==> src/rtl/i2c_bus_arbiter.sv <==
// i2c_bus_arbiter: round-robin arbiter and single-byte transaction sequencer
// sharing one I2C master among NUM_REQ requesters.
// Optional build macro I2C_ARB_TIMEOUT_EN adds a WAIT_DONE watchdog
// (TIMEOUT cycles); without it, timeout stays 0 and the arbiter waits forever.
module i2c_bus_arbiter #(
    parameter int unsigned NUM_REQ = 4,
    parameter int unsigned TIMEOUT = 65535
) (
    input  logic                 clk,
    input  logic                 reset,
    input  logic [NUM_REQ-1:0]   req,
    input  logic [7*NUM_REQ-1:0] req_addr,
    input  logic [NUM_REQ-1:0]   req_rw,
    input  logic [8*NUM_REQ-1:0] req_wdata,
    output logic [NUM_REQ-1:0]   gnt,
    output logic [NUM_REQ-1:0]   done,
    output logic [7:0]           rdata,
    output logic                 nack,
    output logic                 timeout,
    output logic                 m_start,
    output logic [6:0]           m_addr,
    output logic                 m_rw,
    output logic [7:0]           m_wdata,
    input  logic                 m_busy,
    input  logic                 m_done,
    input  logic [7:0]           m_rdata,
    input  logic                 m_nack
);

    localparam int unsigned PW = $clog2(NUM_REQ);

    typedef enum logic [1:0] {
        IDLE,
        ISSUE,
        WAIT_DONE,
        COMPLETE
    } state_t;

    state_t              state;
    state_t              state_next;
    logic [PW-1:0]       ptr;
    logic [PW-1:0]       sel;
    logic                sel_valid;
    logic [NUM_REQ-1:0]  ptr_onehot;
    logic                wd_expired;

    // Round-robin search: first pending request after the last granted one, with wrap
    always_comb begin : sel_search
        logic [PW-1:0] idx_p;
        sel       = '0;
        sel_valid = 1'b0;
        idx_p     = '0;
        for (int unsigned i = 1; i <= NUM_REQ; i++) begin
            idx_p = PW'((32'(ptr) + i) % NUM_REQ);
            if (!sel_valid && req[idx_p]) begin
                sel       = idx_p;
                sel_valid = 1'b1;
            end
        end
    end

    // One-hot decode of the currently granted requester
    always_comb begin
        ptr_onehot      = '0;
        ptr_onehot[ptr] = 1'b1;
    end

`ifdef I2C_ARB_TIMEOUT_EN
    logic [15:0] wd_cnt;

    // Watchdog: cleared while issuing, counts every cycle spent in WAIT_DONE
    always_ff @(posedge clk or posedge reset) begin
        if (reset) begin
            wd_cnt <= '0;
        end else if (state == ISSUE) begin
            wd_cnt <= '0;
        end else if (state == WAIT_DONE) begin
            wd_cnt <= wd_cnt + 16'd1;
        end
    end

    // Expiry on the TIMEOUT-th cycle in WAIT_DONE
    always_comb begin
        wd_expired = (state == WAIT_DONE) && (wd_cnt == 16'(TIMEOUT - 1));
    end
`else
    // No watchdog: WAIT_DONE only leaves on m_done
    always_comb begin
        wd_expired = 1'b0;
    end
`endif

    // State register
    always_ff @(posedge clk or posedge reset) begin
        if (reset) begin
            state <= IDLE;
        end else begin
            state <= state_next;
        end
    end

    // Next-state logic plus grant/start/done strobes derived from state
    always_comb begin
        state_next = state;
        gnt        = '0;
        done       = '0;
        m_start    = 1'b0;
        case (state)
            IDLE: begin
                if (sel_valid) begin
                    state_next = ISSUE;
                end
            end
            ISSUE: begin
                gnt = ptr_onehot;
                if (!m_busy) begin
                    m_start    = 1'b1;
                    state_next = WAIT_DONE;
                end
            end
            WAIT_DONE: begin
                gnt = ptr_onehot;
                if (m_done || wd_expired) begin
                    state_next = COMPLETE;
                end
            end
            COMPLETE: begin
                gnt        = ptr_onehot;
                done       = ptr_onehot;
                state_next = IDLE;
            end
            default: begin
                state_next = IDLE;
            end
        endcase
    end

    // Datapath: latch the winner's transaction on grant, capture results on completion
    always_ff @(posedge clk or posedge reset) begin
        if (reset) begin
            ptr     <= PW'(NUM_REQ - 1);
            m_addr  <= '0;
            m_rw    <= 1'b0;
            m_wdata <= '0;
            rdata   <= '0;
            nack    <= 1'b0;
            timeout <= 1'b0;
        end else begin
            if (state == IDLE && sel_valid) begin
                ptr     <= sel;
                m_addr  <= req_addr[7*32'(sel) +: 7];
                m_rw    <= req_rw[sel];
                m_wdata <= req_wdata[8*32'(sel) +: 8];
            end
            if (state == WAIT_DONE) begin
                if (m_done) begin
                    rdata   <= m_rw ? m_rdata : '0;
                    nack    <= m_nack;
                    timeout <= 1'b0;
                end else if (wd_expired) begin
                    rdata   <= '0;
                    nack    <= 1'b1;
                    timeout <= 1'b1;
                end
            end
        end
    end

endmodule

==> config.mk <==
export PLATFORM = sky130hd
export DESIGN_NAME = i2c_bus_arbiter
export DESIGN_NICKNAME = d
export VERILOG_FILES = /design/src/rtl/i2c_bus_arbiter.sv
export SDC_FILE = /design/constraint.sdc
export NUM_CORES = 1
export LEC_CHECK = 0
export CAP_MARGIN = 25
export CORE_ASPECT_RATIO = 1.75
export CORE_MARGIN = 1.5
export CORE_UTILIZATION = 38
export DETAILED_ROUTE_END_ITERATION = 8
export DONT_BUFFER_PORTS = 1
export GPL_TIMING_DRIVEN = 0
export MAX_ROUTING_LAYER = met4
export PLACE_DENSITY = 0.6
export RECOVER_POWER = 25
export SLEW_MARGIN = 20
export SYNTH_ARGS = -nofsm -noshare
export SYNTH_HDL_FRONTEND = slang
export SYNTH_SLANG_ARGS = --single-unit
export TNS_END_PERCENT = 1
==> constraint.sdc <==
create_clock -name clk -period 4.4 [get_ports clk]
set_input_delay 0.44 -clock clk [delete_from_list [all_inputs] [get_ports clk]]
set_output_delay 0.44 -clock clk [all_outputs]
set_load 0.05 [all_outputs]
* Word-level counts from Yosys, hierarchy flattened
Cells that the tools add are included.
Word-level totals: register bits 29, logic and storage cells 68, output and inout bits 35, bits of input ports 81
Cells by class: shifts and indexed selects 2, multiplexer cells 29, add/subtract/negate cells 4, eq/ne operators 6, multiply operators 1, reductions and logical operators 12, magnitude comparators 7
Operator list (count):
- $shiftx 32x6->8 | 1
- $shiftx 28x6->7 | 1
- $lt 2x3->1 const B | 6
- $mux 2 | 7
- $mux 1 | 12
- $bmux 1 s2 | 5
- $mux 4 | 2
- $mux 8 | 1
- $pmux 2 s4 | 1
- $ne 2x2->1 const B | 3
- $logic_and 1x1->1 | 5
- $mul 3x2->5 const A | 1
- $add 2x1->2 const B | 2
- $add 2x2->2 const B | 2
- $eq 2x2->1 const B | 2
- $logic_not 1->1 | 3
- $reduce_and 3->1 | 1
- $reduce_or 3->1 | 1
- $demux 1 s2 | 1
- $eq 2x1->1 const B | 1
- $ge 2x1->1 const B | 1
- $logic_not 2->1 | 1
- $reduce_and 2->1 | 1

* Logic depth before layout (Yosys ltp)
depth in word-level cells 15, mapped depth 13, mapped depth without buffers 8

* Least setup slack after synthesis
No wires, ideal clock.
path type reg2reg, from register ptr[0], to register m_addr[0], cell stages (with the launch flop) 14, buffers on the path 5, setup time 138 ps, clock period less this slack 3026 ps, arrival 2888 ps, setup slack 1374 ps, data required time 4262 ps, cells stage by stage dfstp_2 -> buf_2 -> inv_1 -> ha_1 -> clkbuf_1 -> mux4_2 -> or2_1 -> nor3_2 -> nand2b_1 -> buf_4 -> nand2b_1 -> buf_6 -> buf_6 -> o221ai_1
Between the ends: cells in the longest elaborated chain, start to end 15, elaborated cells between the ends (all ways) 29, classes of those cells add/sub (4); mul (1); shift (1); mux (16); reduce/logical (7)
RTL lines:
- start: declaration | line 41 | logic [PW-1:0] ptr;
- start signal: assignment | line 141 | ptr <= PW'(NUM_REQ - 1);
- start signal: assignment | line 150 | ptr <= sel;
- $add 2x1->2 | line 54 | idx_p = PW'((32'(ptr) + i) % NUM_REQ);
- $bmux 1 s2 | line 55 | if (!sel_valid && req[idx_p]) begin
- $mux 1 (implied by the code) | line 55
- $mux 1 | line 55
- $logic_not 1->1 | line 55
- $logic_and 1x1->1 | line 55
- $mux 1 | line 55
- $logic_not 1->1 | line 55
- $logic_and 1x1->1 | line 55
- $mux 1 | line 55
- $logic_not 1->1 | line 55
- $logic_and 1x1->1 | line 55
- $mux 2 | line 55
- $mul 3x2->5 | line 151 | m_addr <= req_addr[7*32'(sel) +: 7];
- $shiftx 28x6->7 | line 151
- end signal: assignment | line 151
- end: declaration | line 21 | output logic [6:0] m_addr,
Parallel ways exist; a longest one is shown, timed or not. The select of a mux whose other input is x is not followed. A chain may end at the register's enable or synchronous reset.

* Final worst setup path
from register ptr[0], to register m_addr[5]
Same word-level chain as after synthesis.

==> impl_metrics.toml <==
[worst_setup_path]
cp-startpoint = "ptr[0]"
cp.required_ns = 4.55
slowest_delay_ns = 0.63
path_max_fanout = 10
r2r-start = "ptr[0]"
worstPathArrival_ns = 3.71
path_class = "flip-flop to flip-flop"
path_cells = "buf_2 > inv_1 > ha_1 > clkbuf_1 > mux4_2 > or2_1 > nor3_2 > nand2b_1 > buf_4 > or2_1 > buf_2 > buf_6 > o221ai_2"
slowest_stage = "dfstp_2"
end_kind = "flip-flop"
critical_path.startpoint_type = "flip-flop"

[global_route]
gr-usage-all-layers = 0.182
globalRouteOverflowTotal = 0
grtUsageMet1 = 0.200
grt_use_met2 = 0.321
grt_max_degree = 30
grt_util_met3 = 0.0244
busiest_layer = "met2"
grt_pass1_wl_um = 7850
antenna_found_initial = 0
grt_pass1_vias = 1531

[clocking]
cts_resized = 0
clk_path_buf_depth = 2
htree_num_levels = 2
root_buffer = "clkbuf_8"
cts_tree = "built"
clock_latency_ns = 0.28
clk_pin_slew_ns = 0.07
postCtsSetupRepairBufs = 0
cts_hold_buf = 0
cts_made_buffers = 5
cts.sinks = 29

[timing]
skew_ns = 0.00544
max_freq_ghz = 0.281
worst_pin_slew_ns = 1.14
fin_tns_setup_ns = 0
finalCritPeriodShare = 0.809
setup_viol = 0
period_needed_ns = 3.56
slew_headroom = 0.239
rsz0062_at_grt = "false"
slew_violations = 0
hold_viol = 0

[run]
drv_cap = 0

[floorplanning]
die_x_um = 58.8
core_area_um2 = 5260
rows = 35
io-pin-count = 116
dieArea_um2 = 5920
die_height_um = 101
start_util = 0.394

[synth]
synth_nets = 294
synth_largest_area_cell = "dfrtp_1"
synth_area_per_cell_um2 = 10.2
synth_area_leaders = "dfrtp_1 33%, mux2i_1 17%, o221ai_2 7.3%"
synth_cell_types = 38
ys_warn_count = 0
syn_inst = 204
synth.top_cell.area_share = 0.326
synthArstFlopShare = 1.00
synth_edf_count = 0
yosys-top-cells-count = "36 x mux2i_1, 36 x nand2_1, 27 x dfrtp_1"
synth_area_um2 = 2070
ys.flop_type = "dfrtp_1"
ys_seq_area_frac = 0.352
synth-seq-cells = 29

[routing]
wl_per_cell_um = 20.0
drc = 0
ant_nets = 0
vias_per_cell = 5.91
drt_wl_total_um = 5330
firstDrtPassIters = 4
drtIter0Drc = 87
vias = 1577

[placed_design]
dpl.hpwl_um = 3950
io_buffer_count = 0
gp_congestion = 0.887

[min_path]
hp-start = "m_rdata[6]"
hold_path_class = "input port to flip-flop"

[cells_and_area]
syn2layout_area_growth_pct = 7.49
antenna_cells = 0
nNetsFinal = 301
drive_gt1_frac = 0.189

[run_status]
status = "completed"
==> stage by stage <==
step                      area [µm²]   util  instances  worst slack (ns)  hold slack [ns]
final                           2230  0.424        267             0.842            0.299
after floorplan                 2070      -        204              1.37            0.517
after global routing            2230  0.424        267             0.558            0.295
after global placement          2140  0.407        259             0.860            0.542
after CTS                       2230  0.424        267             0.823            0.143
after detailed placement        2140  0.407        259             0.829            0.446
==> sequential cells by signal, indices dropped and copies added, names as in the netlist <==
name / flops
m_wdata: 8
rdata: 8
m_addr: 7
ptr: 2
state: 2
m_rw: 1
nack: 1
==> area by class of cell <==
| class | instances | area, µm² |
|---|---|---|
| plain buffers | 15 | 93.8 |
| clock buffers | 5 | 68.8 |
| clock inverters | 3 | 17.5 |
| fillers | 536 | 3030 |
| inverters | 7 | 26.3 |
| multi-input cells | 153 | 1220 |
| flip-flops and latches | 29 | 728 |
| well taps | 55 | 68.8 |
==> path summary, 6_finish.rpt <==
kind	endpoint	slack, ns	cells after the start
max in group asynchronous	m_addr[0]	3.37	1
worst min register to register	state[1]	0.57	1
min in group asynchronous	rdata[3]	0.34	1
worst max-delay path	m_addr[5]	0.84	13
worst min-delay path	rdata[6]	0.30	2
worst max register to register	m_addr[5]	0.84	13
==> per-layer routing <==
metal,vias up,part of all wire
met4,0,0.017
li1,742,-
met2,69,0.55
met1,760,0.38
met3,6,0.047
met5,-,0
==> kinds of logic (layout without fill, tap and decap cells) <==
family / count (synthesis) / in the layout / share of synthesized area
fa+ha+maj: 9 / 9 / 0.0544
other cells: 1 / 1 / 0.00181
mux: 41 / 41 / 0.218
simple gates: 64 / 64 / 0.154
xor+xnor: 1 / 1 / 0.00423
buf+inv: 22 / 30 / 0.0580
compound gates: 37 / 37 / 0.158
flops: 29 / 29 / 0.352
==> worst max-delay path, delay by kind of cell, from the launching register on <==
kind	cells	cell delay (ns)
buf+inv	6	1.28
simple gates	4	0.75
flops	1	0.63
mux	1	0.37
fa+ha+maj	1	0.29
compound gates	1	0.11
==> placed cells by master, fill, tap and decap left out, types with 2 or more instances in the layout <==
master    count
mux2i_1      36
nand2_1      36
dfrtp_1      27
o221ai_2     10
o21ai_0       9
ha_1          9
a21oi_1       7
o221ai_1      7
nor2b_1       7
buf_2         6
inv_1         6
nand2b_1      5
clkbuf_8      5
and2_1        4
clkbuf_1      3
mux4_2        3
buf_6         3
or2_1         2
buf_4         2
nor3_1        2
clkinv_2      2
dfstp_2       2
Power is not shown: default switching activity piles up to over one toggle a cycle in this logic, so the estimate is an artifact.
